## config.mk

```make
export PLATFORM = sky130hd
export DESIGN_NAME = adc_uart_streamer
export DESIGN_NICKNAME = d
export VERILOG_FILES = /design/src/rtl/adc_stream_pkg.sv /design/src/rtl/uart_tx8n1.sv /design/src/rtl/adc_uart_streamer.sv
export SDC_FILE = /design/constraint.sdc
export NUM_CORES = 1
export LEC_CHECK = 0
export ABC_CLOCK_PERIOD_IN_PS = 4400
export CORE_MARGIN = 8
export CORE_UTILIZATION = 30
export CTS_BUF_LIST = sky130_fd_sc_hd__clkbuf_16
export DETAILED_ROUTE_END_ITERATION = 7
export SETUP_SLACK_MARGIN = 0.4
export SKIP_CTS_REPAIR_TIMING = 1
export SYNTH_ARGS = -nofsm -noshare
export SYNTH_HDL_FRONTEND = slang
export SYNTH_SLANG_ARGS = --single-unit
```

## constraint.sdc

```tcl
create_clock -name clk -period 4.4 [get_ports clk]
set_clock_uncertainty 0.1 [all_clocks]
set_input_delay 1.32 -clock clk [delete_from_list [all_inputs] [get_ports clk]]
set_output_delay 1.32 -clock clk [all_outputs]
set_load 0.005 [all_outputs]
```

## src/rtl/adc_stream_pkg.sv

```systemverilog
// Shared frame definitions for the ADC-to-UART streamer: header byte,
// frame length, frame FSM encoding and the checksum rule.
package adc_stream_pkg;

  localparam logic [7:0] FRAME_HDR   = 8'hA5;
  localparam int         FRAME_BYTES = 4;

  // One state per frame byte plus IDLE.
  localparam int STATE_W = $clog2(FRAME_BYTES + 1);

  typedef enum logic [STATE_W-1:0] {
    IDLE,
    HDR,
    MSB,
    LSB,
    CHK
  } frame_state_t;

  // Checksum byte: XOR of header, average MSB and average LSB.
  function automatic logic [7:0] frame_checksum(input logic [15:0] avg);
    return FRAME_HDR ^ avg[15:8] ^ avg[7:0];
  endfunction

endpackage

```

## src/rtl/uart_tx8n1.sv

```systemverilog
// UART 8N1 byte serializer. One start bit, eight data bits LSB first,
// one stop bit, each lasting BAUD_DIV clocks. busy drops during the final
// clock of the stop bit so a byte written then follows with no idle gap.
module uart_tx8n1 #(
  parameter int BAUD_DIV = 347
) (
  input  logic       clk,
  input  logic       rst,
  input  logic [7:0] din,
  input  logic       wren,
  output logic       txd,
  output logic       busy
);

  localparam int              CNT_W     = (BAUD_DIV > 1) ? $clog2(BAUD_DIV) : 1;
  localparam logic [CNT_W-1:0] BAUD_LAST = CNT_W'(BAUD_DIV - 1);
  localparam logic [3:0]       STOP_IDX  = 4'd9;

  logic             active;
  logic             txd_r;
  logic [8:0]       shreg;     // remaining data bits followed by the stop bit
  logic [3:0]       bit_idx;   // 0 = start bit, 1..8 = data, 9 = stop
  logic [CNT_W-1:0] baud_cnt;
  logic             bit_end;
  logic             last_tick;

  assign bit_end   = active && (baud_cnt == BAUD_LAST);
  assign last_tick = bit_end && (bit_idx == STOP_IDX);
  assign busy      = active && !last_tick;
  assign txd       = txd_r;

  // Bit timing and shifting; txd comes straight from a flop.
  // NOTE: sequential state uses non-blocking assignments so every flop
  // samples the pre-edge values, independent of statement order.
  always_ff @(posedge clk or posedge rst) begin
    if (rst) begin
      active   <= 1'b0;
      txd_r    <= 1'b1;
      shreg    <= '1;
      bit_idx  <= '0;
      baud_cnt <= '0;
    end else if (wren && !busy) begin
      active   <= 1'b1;
      txd_r    <= 1'b0;
      shreg    <= {1'b1, din};
      bit_idx  <= '0;
      baud_cnt <= '0;
    end else if (last_tick) begin
      active   <= 1'b0;
      txd_r    <= 1'b1;
      baud_cnt <= '0;
    end else if (bit_end) begin
      baud_cnt <= '0;
      bit_idx  <= bit_idx + 4'd1;
      txd_r    <= shreg[0];
      shreg    <= {1'b1, shreg[8:1]};
    end else if (active) begin
      baud_cnt <= baud_cnt + CNT_W'(1);
    end
  end

endmodule

```

## src/rtl/adc_uart_streamer.sv

```systemverilog
// ADC sample averager feeding a result FIFO that is streamed out over a
// UART as 4-byte frames: A5, avg[15:8], avg[7:0], checksum.
module adc_uart_streamer
  import adc_stream_pkg::*;
#(
  parameter int DATA_W     = 14,
  parameter int ACC_LOG2   = 4,
  parameter int BAUD_DIV   = 347,
  parameter int FIFO_DEPTH = 8
) (
  input  logic              clk,
  input  logic              rst,
  input  logic              en,
  input  logic              restart,
  input  logic              sample_valid,
  input  logic [DATA_W-1:0] data_ain,
  output logic [15:0]       avg_out,
  output logic              avg_valid,
  output logic              txd,
  output logic              busy,
  output logic              overflow,
  output logic [7:0]        drop_cnt
);

  // ---------------------------------------------------------------------
  // Accumulator
  // ---------------------------------------------------------------------
  localparam int               ACC_W    = DATA_W + ACC_LOG2;
  localparam int               CNT_W    = (ACC_LOG2 > 0) ? ACC_LOG2 : 1;
  localparam logic [CNT_W-1:0] CNT_LAST = CNT_W'((1 << ACC_LOG2) - 1);

  logic [ACC_W-1:0] acc;
  logic [ACC_W-1:0] acc_sum;
  logic [CNT_W-1:0] cnt;
  logic             accept;
  logic             last_sample;

  assign accept      = en && sample_valid && !restart;
  assign acc_sum     = acc + ACC_W'(data_ain);
  // With ACC_LOG2 = 0 the counter is stuck at 0 == CNT_LAST, so every
  // accepted sample completes a result.
  assign last_sample = (cnt == CNT_LAST);

  // Sum samples; on the last one of a block publish the average and
  // restart from zero so the next sample starts a fresh block.
  always_ff @(posedge clk or posedge rst) begin
    if (rst) begin
      acc       <= '0;
      cnt       <= '0;
      avg_out   <= '0;
      avg_valid <= 1'b0;
    end else begin
      avg_valid <= 1'b0;
      if (restart) begin
        acc <= '0;
        cnt <= '0;
      end else if (accept) begin
        if (last_sample) begin
          acc       <= '0;
          cnt       <= '0;
          avg_out   <= 16'(acc_sum >> ACC_LOG2);
          avg_valid <= 1'b1;
        end else begin
          acc <= acc_sum;
          cnt <= cnt + CNT_W'(1);
        end
      end
    end
  end

  // ---------------------------------------------------------------------
  // Result FIFO
  // ---------------------------------------------------------------------
  localparam int                FIFO_CW       = $clog2(FIFO_DEPTH) + 1;
  localparam int                PTR_W         = FIFO_CW - 1;
  localparam logic [FIFO_CW-1:0] FIFO_FULL_CNT = FIFO_CW'(FIFO_DEPTH);

  logic [15:0]        fifo_mem [FIFO_DEPTH];
  logic [PTR_W-1:0]   wr_ptr;
  logic [PTR_W-1:0]   rd_ptr;
  logic [FIFO_CW-1:0] fifo_cnt;
  logic               fifo_empty;
  logic               fifo_full;
  logic               fifo_pop;
  logic               push_req;
  logic               do_push;
  logic               drop;

  // The result registered on the previous edge is pushed on this one.
  assign push_req   = avg_valid;
  assign fifo_empty = (fifo_cnt == '0);
  assign fifo_full  = (fifo_cnt == FIFO_FULL_CNT);
  // A pop in the same cycle frees the slot, so a full FIFO still accepts.
  assign do_push    = push_req && (!fifo_full || fifo_pop);
  assign drop       = push_req && fifo_full && !fifo_pop;

  // Storage array.
  // NOTE: the memory array has no reset; only pointers and count need one,
  // and leaving it out lets the array map onto plain RAM.
  always_ff @(posedge clk) begin
    if (do_push) begin
      fifo_mem[wr_ptr] <= avg_out;
    end
  end

  // Pointers and occupancy; depth is a power of two so pointers wrap freely.
  always_ff @(posedge clk or posedge rst) begin
    if (rst) begin
      wr_ptr   <= '0;
      rd_ptr   <= '0;
      fifo_cnt <= '0;
    end else begin
      if (do_push) wr_ptr <= wr_ptr + PTR_W'(1);
      if (fifo_pop) rd_ptr <= rd_ptr + PTR_W'(1);
      case ({do_push, fifo_pop})
        2'b10:   fifo_cnt <= fifo_cnt + FIFO_CW'(1);
        2'b01:   fifo_cnt <= fifo_cnt - FIFO_CW'(1);
        default: fifo_cnt <= fifo_cnt;
      endcase
    end
  end

  // Sticky drop indication and saturating drop counter.
  always_ff @(posedge clk or posedge rst) begin
    if (rst) begin
      overflow <= 1'b0;
      drop_cnt <= '0;
    end else if (drop) begin
      overflow <= 1'b1;
      if (drop_cnt != 8'hFF) drop_cnt <= drop_cnt + 8'd1;
    end
  end

  // ---------------------------------------------------------------------
  // Frame FSM
  // ---------------------------------------------------------------------
  frame_state_t state;
  frame_state_t state_next;
  logic [15:0]  frame_avg;
  logic [7:0]   tx_din;
  logic         tx_wren;
  logic         tx_busy;

  // State register, the frame's latched result and a registered busy flag.
  always_ff @(posedge clk or posedge rst) begin
    if (rst) begin
      state     <= IDLE;
      busy      <= 1'b0;
      frame_avg <= '0;
    end else begin
      state <= state_next;
      busy  <= (state_next != IDLE);
      if (fifo_pop) frame_avg <= fifo_mem[rd_ptr];
    end
  end

  // Hand each byte to the serializer as soon as it can take it; leaving CHK
  // with data waiting starts the next frame in the same cycle.
  // NOTE: every output of this block gets a default before the case, so no
  // path leaves a signal unassigned and no latch is inferred.
  always_comb begin
    state_next = state;
    fifo_pop   = 1'b0;
    tx_wren    = 1'b0;
    tx_din     = FRAME_HDR;
    case (state)
      IDLE: begin
        if (!fifo_empty && !tx_busy) begin
          fifo_pop   = 1'b1;
          tx_wren    = 1'b1;
          state_next = HDR;
        end
      end
      HDR: begin
        if (!tx_busy) begin
          tx_wren    = 1'b1;
          tx_din     = frame_avg[15:8];
          state_next = MSB;
        end
      end
      MSB: begin
        if (!tx_busy) begin
          tx_wren    = 1'b1;
          tx_din     = frame_avg[7:0];
          state_next = LSB;
        end
      end
      LSB: begin
        if (!tx_busy) begin
          tx_wren    = 1'b1;
          tx_din     = frame_checksum(frame_avg);
          state_next = CHK;
        end
      end
      CHK: begin
        if (!tx_busy) begin
          if (!fifo_empty) begin
            fifo_pop   = 1'b1;
            tx_wren    = 1'b1;
            state_next = HDR;
          end else begin
            state_next = IDLE;
          end
        end
      end
      default: state_next = IDLE;
    endcase
  end

  uart_tx8n1 #(
    .BAUD_DIV(BAUD_DIV)
  ) u_tx (
    .clk (clk),
    .rst (rst),
    .din (tx_din),
    .wren(tx_wren),
    .txd (txd),
    .busy(tx_busy)
  );

endmodule

```

==> reports/results.txt <==
Vias per cell: 4.833
Synth top area share: 0.3560
Finish-stage setup viols: 0
Psw: 1.332 mW
Ports: 47
VDD IR max: 0.0002580 V
Crit path kind: primary input to register
Clk_lat worst skew: 0.52 ns
Yosys warns: 0
Placer Congestion: 0.8197
Average size of a mapped cell: 13.54 sq um
Max-Cap Viols: 0
Standard-cell rows: 65
Register area share after synthesis: 0.6141
Total congestion overflow: 0
Number of global-route vias before repair: 5846
Placeable Area: 31310 sq um
Initial Utilization: 0.3017
HP Class: register to register
Diode count: 0
Synthesis-to-layout area growth: 18.42%
Logic pwr share: 0.138
Largest net degree at the start of global routing: 46
CTS tree: done
Max frequency: 288.2 MHz
Largest stage delay, worst path: 0.44 ns
Asr flop ratio synth: 0.4641
Max Slew Vio Count: 0
H-tree depth: 1
Hold violation total from the final report: 0
Post-route setup TNS: 0 ns
Ys flop type: edfxtp_1
IO Port Bufs: 44
Crit path DAT: 3.78 ns
Lkg Pwr: 4.073 nW
Final #Nets: 795
Placed wire-length estimate: 12290 um
Vias: 5659
Post-Route Utilization: 0.3573
CTS Buffer Depth: 3
DRC marker count from the first detailed-route iteration: 308
Most common cell in the netlist: edfxtp_1
Synth area leaders: edfxtp_1 36%, dfrtp_1 23%, mux4_2 6.7%
Crit end category: register
Cells after Synth: 698
WL/cell: 16.34 um
CP startpoint kind: primary input
Minimum clock period after layout: 3.470 ns
Distinct cells, synth: 73
Outcome: finished clean
Clock Sinks: 209
Rel. slew slack: 0.3248
Crit path required time: 4.71 ns
Layout cells sized above 1: 0.1573
Most frequent cells after synthesis: 112 x edfxtp_1, 88 x dfrtp_1, 60 x nand2_1
Sw frac: 0.2596
RSZ-0062 raised after global routing: no
Die height: 193.5 um
Die X: 193.5 um
Pre-CTS setup slack: 0.4093 ns
DRT Wirelength: 19130 um
Final setup margin: 0.9301 ns
Yosys reg bits: 209
CTS Buf Count: 23
Pre-antenna DRT Iters: 6
Cell Int Power: 3.801 mW
Layout fillers: 3018
Cell taking the most area after synthesis: edfxtp_1
Seq pwr share: 0.478
CTS Root Cell: clkbuf_16
Clock Power Share: 0.384
Die Area: 37430 sq um
Critical-path cell list: clkdlybuf4s50_1, ha_1, fa_1, a211oi_1, o211ai_2, a41oi_2, o21ai_2, nor3b_1, o31a_1
Total GRT Usage: 0.1035
Number of flops mapped to enable cells by yosys: 112
CP Max Fanout: 7
Drc violations: 0
First-pass GRT wire length: 32060 um
Cell area after synthesis: 9448 sq um
Routed Antenna Nets: 0
PwrDens: 458.8 nW/um^2
Final Cycle Share: 0.7886
Initial antenna violation count: 0
Slew @ Worst Pin: 1.013 ns
CTS clk-pin slew, worst paths: 0.06 ns
Worst path slowest cell: fa_1
routing by layer:
metal / wire length, um / vias up / GRT usage
li1: - / 2732 / -
met1: 8999 / 2810 / 0.1379
met2: 9053 / 87 / 0.1712
met3: 668 / 30 / 0.02065
met4: 410 / 0 / 0.02509
met5: 0 / - / 0
logic make-up after synthesis:
group / Yosys count / share of synthesized area
flip-flops: 209 / 0.6141
AND/OR/NAND/NOR: 203 / 0.1082
AO/OA/AOI/OAI: 126 / 0.09231
multiplexers: 52 / 0.09363
XOR/XNOR: 42 / 0.03893
buffers and inverters: 41 / 0.01986
adder cells (fa/ha/maj): 24 / 0.03258
other: 1 / 0.0003969
final timing paths:
path | start | slack (ns) | endpoint | depth (start not counted)
max | data_ain[0] | 0.93 | avg_out[12] | 9
min | acc[3] | 0.39 | acc[3] | 2
max reg2reg | u_tx.baud_cnt[0] | 1.27 | fifo_cnt[2] | 14
min reg2reg | acc[3] | 0.39 | acc[3] | 2
max in group asynchronous | rst | 2.40 | u_tx.shreg[7] | 3
min in group asynchronous | rst | 1.08 | cnt[2] | 2
area by class of cell:
cell class	count	area, sq um	share of cell area
sequential	209	5803	0.5187
multi-input combinational	449	3501	0.3129
clock buffer	23	575.6	0.05144
timing repair buffer	58	558.0	0.04988
tap	402	503.0	0.04496
clock inverter	19	203.9	0.01823
inverter	11	43.79	0.003914
state kept, by name, indices dropped and copies added, names as in the netlist, 8 cells and up:
name,count
u_tx.shreg,8
drop_cnt,8
u_tx.baud_cnt,9
fifo_mem,112
acc,18
avg_out,14
frame_avg,14
per-stage QoR:
step	instances	power, mW	cell area, sq um	hold WS (ns)
finish	1171	5.133	11190	0.3878
global placement	1129	3.198	10410	0.3689
global route	1171	5.392	11190	0.4137
detailed placement	1129	3.214	10410	0.3801
floorplan	699	3.013	9452	0.3512
CTS	1171	5.213	11190	0.3886
cell usage in the layout, fill, tap and decap left out, drive strengths merged, types with 3 or more instances in the layout:
| cell | netlist | routed |
|---|---|---|
| o31ai | 3 | 3 |
| a211oi | 4 | 4 |
| nor2 | 58 | 58 |
| and3 | 7 | 7 |
| inv | 11 | 17 |
| a21oi | 36 | 36 |
| a31o | 3 | 3 |
| xnor2 | 23 | 23 |
| nor2b | 9 | 9 |
| edfxtp | 112 | 112 |
| o21ai | 32 | 32 |
| clkdlybuf4s50 | 0 | 44 |
| dfstp | 9 | 9 |
| a22o | 12 | 12 |
| nand3 | 15 | 15 |
| o31a | 3 | 3 |
| bufinv | 0 | 4 |
| nand2b | 3 | 3 |
| and2 | 5 | 5 |
| ha | 23 | 23 |
| buf | 16 | 14 |
| dfrtp | 88 | 88 |
| mux4 | 28 | 28 |
| mux2i | 16 | 16 |
| a31oi | 9 | 9 |
| a21o | 7 | 7 |
| o211ai | 3 | 3 |
| clkinv | 0 | 9 |
| or3 | 5 | 5 |
| nand2 | 62 | 62 |
| mux2 | 8 | 8 |
| clkbuf | 14 | 23 |
| xor2 | 19 | 19 |
| nor3 | 7 | 7 |
| nand4 | 13 | 13 |
| nor3b | 4 | 4 |
power groups by stage:
stage               sequential [mW]  combinational, mW  clock, mW
floorplan                      2.36              0.657          0
global placement               2.49              0.704          0
detailed placement             2.50              0.717          0
CTS                            2.46              0.721       2.03
global route                   2.49              0.795       2.10
finish                         2.45              0.710       1.97
worst max-delay path, delay by kind of cell:
family,cells,cell delay (ns)
buf+inv,1,0.40
simple gates,1,0.17
compound gates,5,1.23
fa+ha+maj,2,0.66
Note: power is estimated with default switching activity, not from simulation.
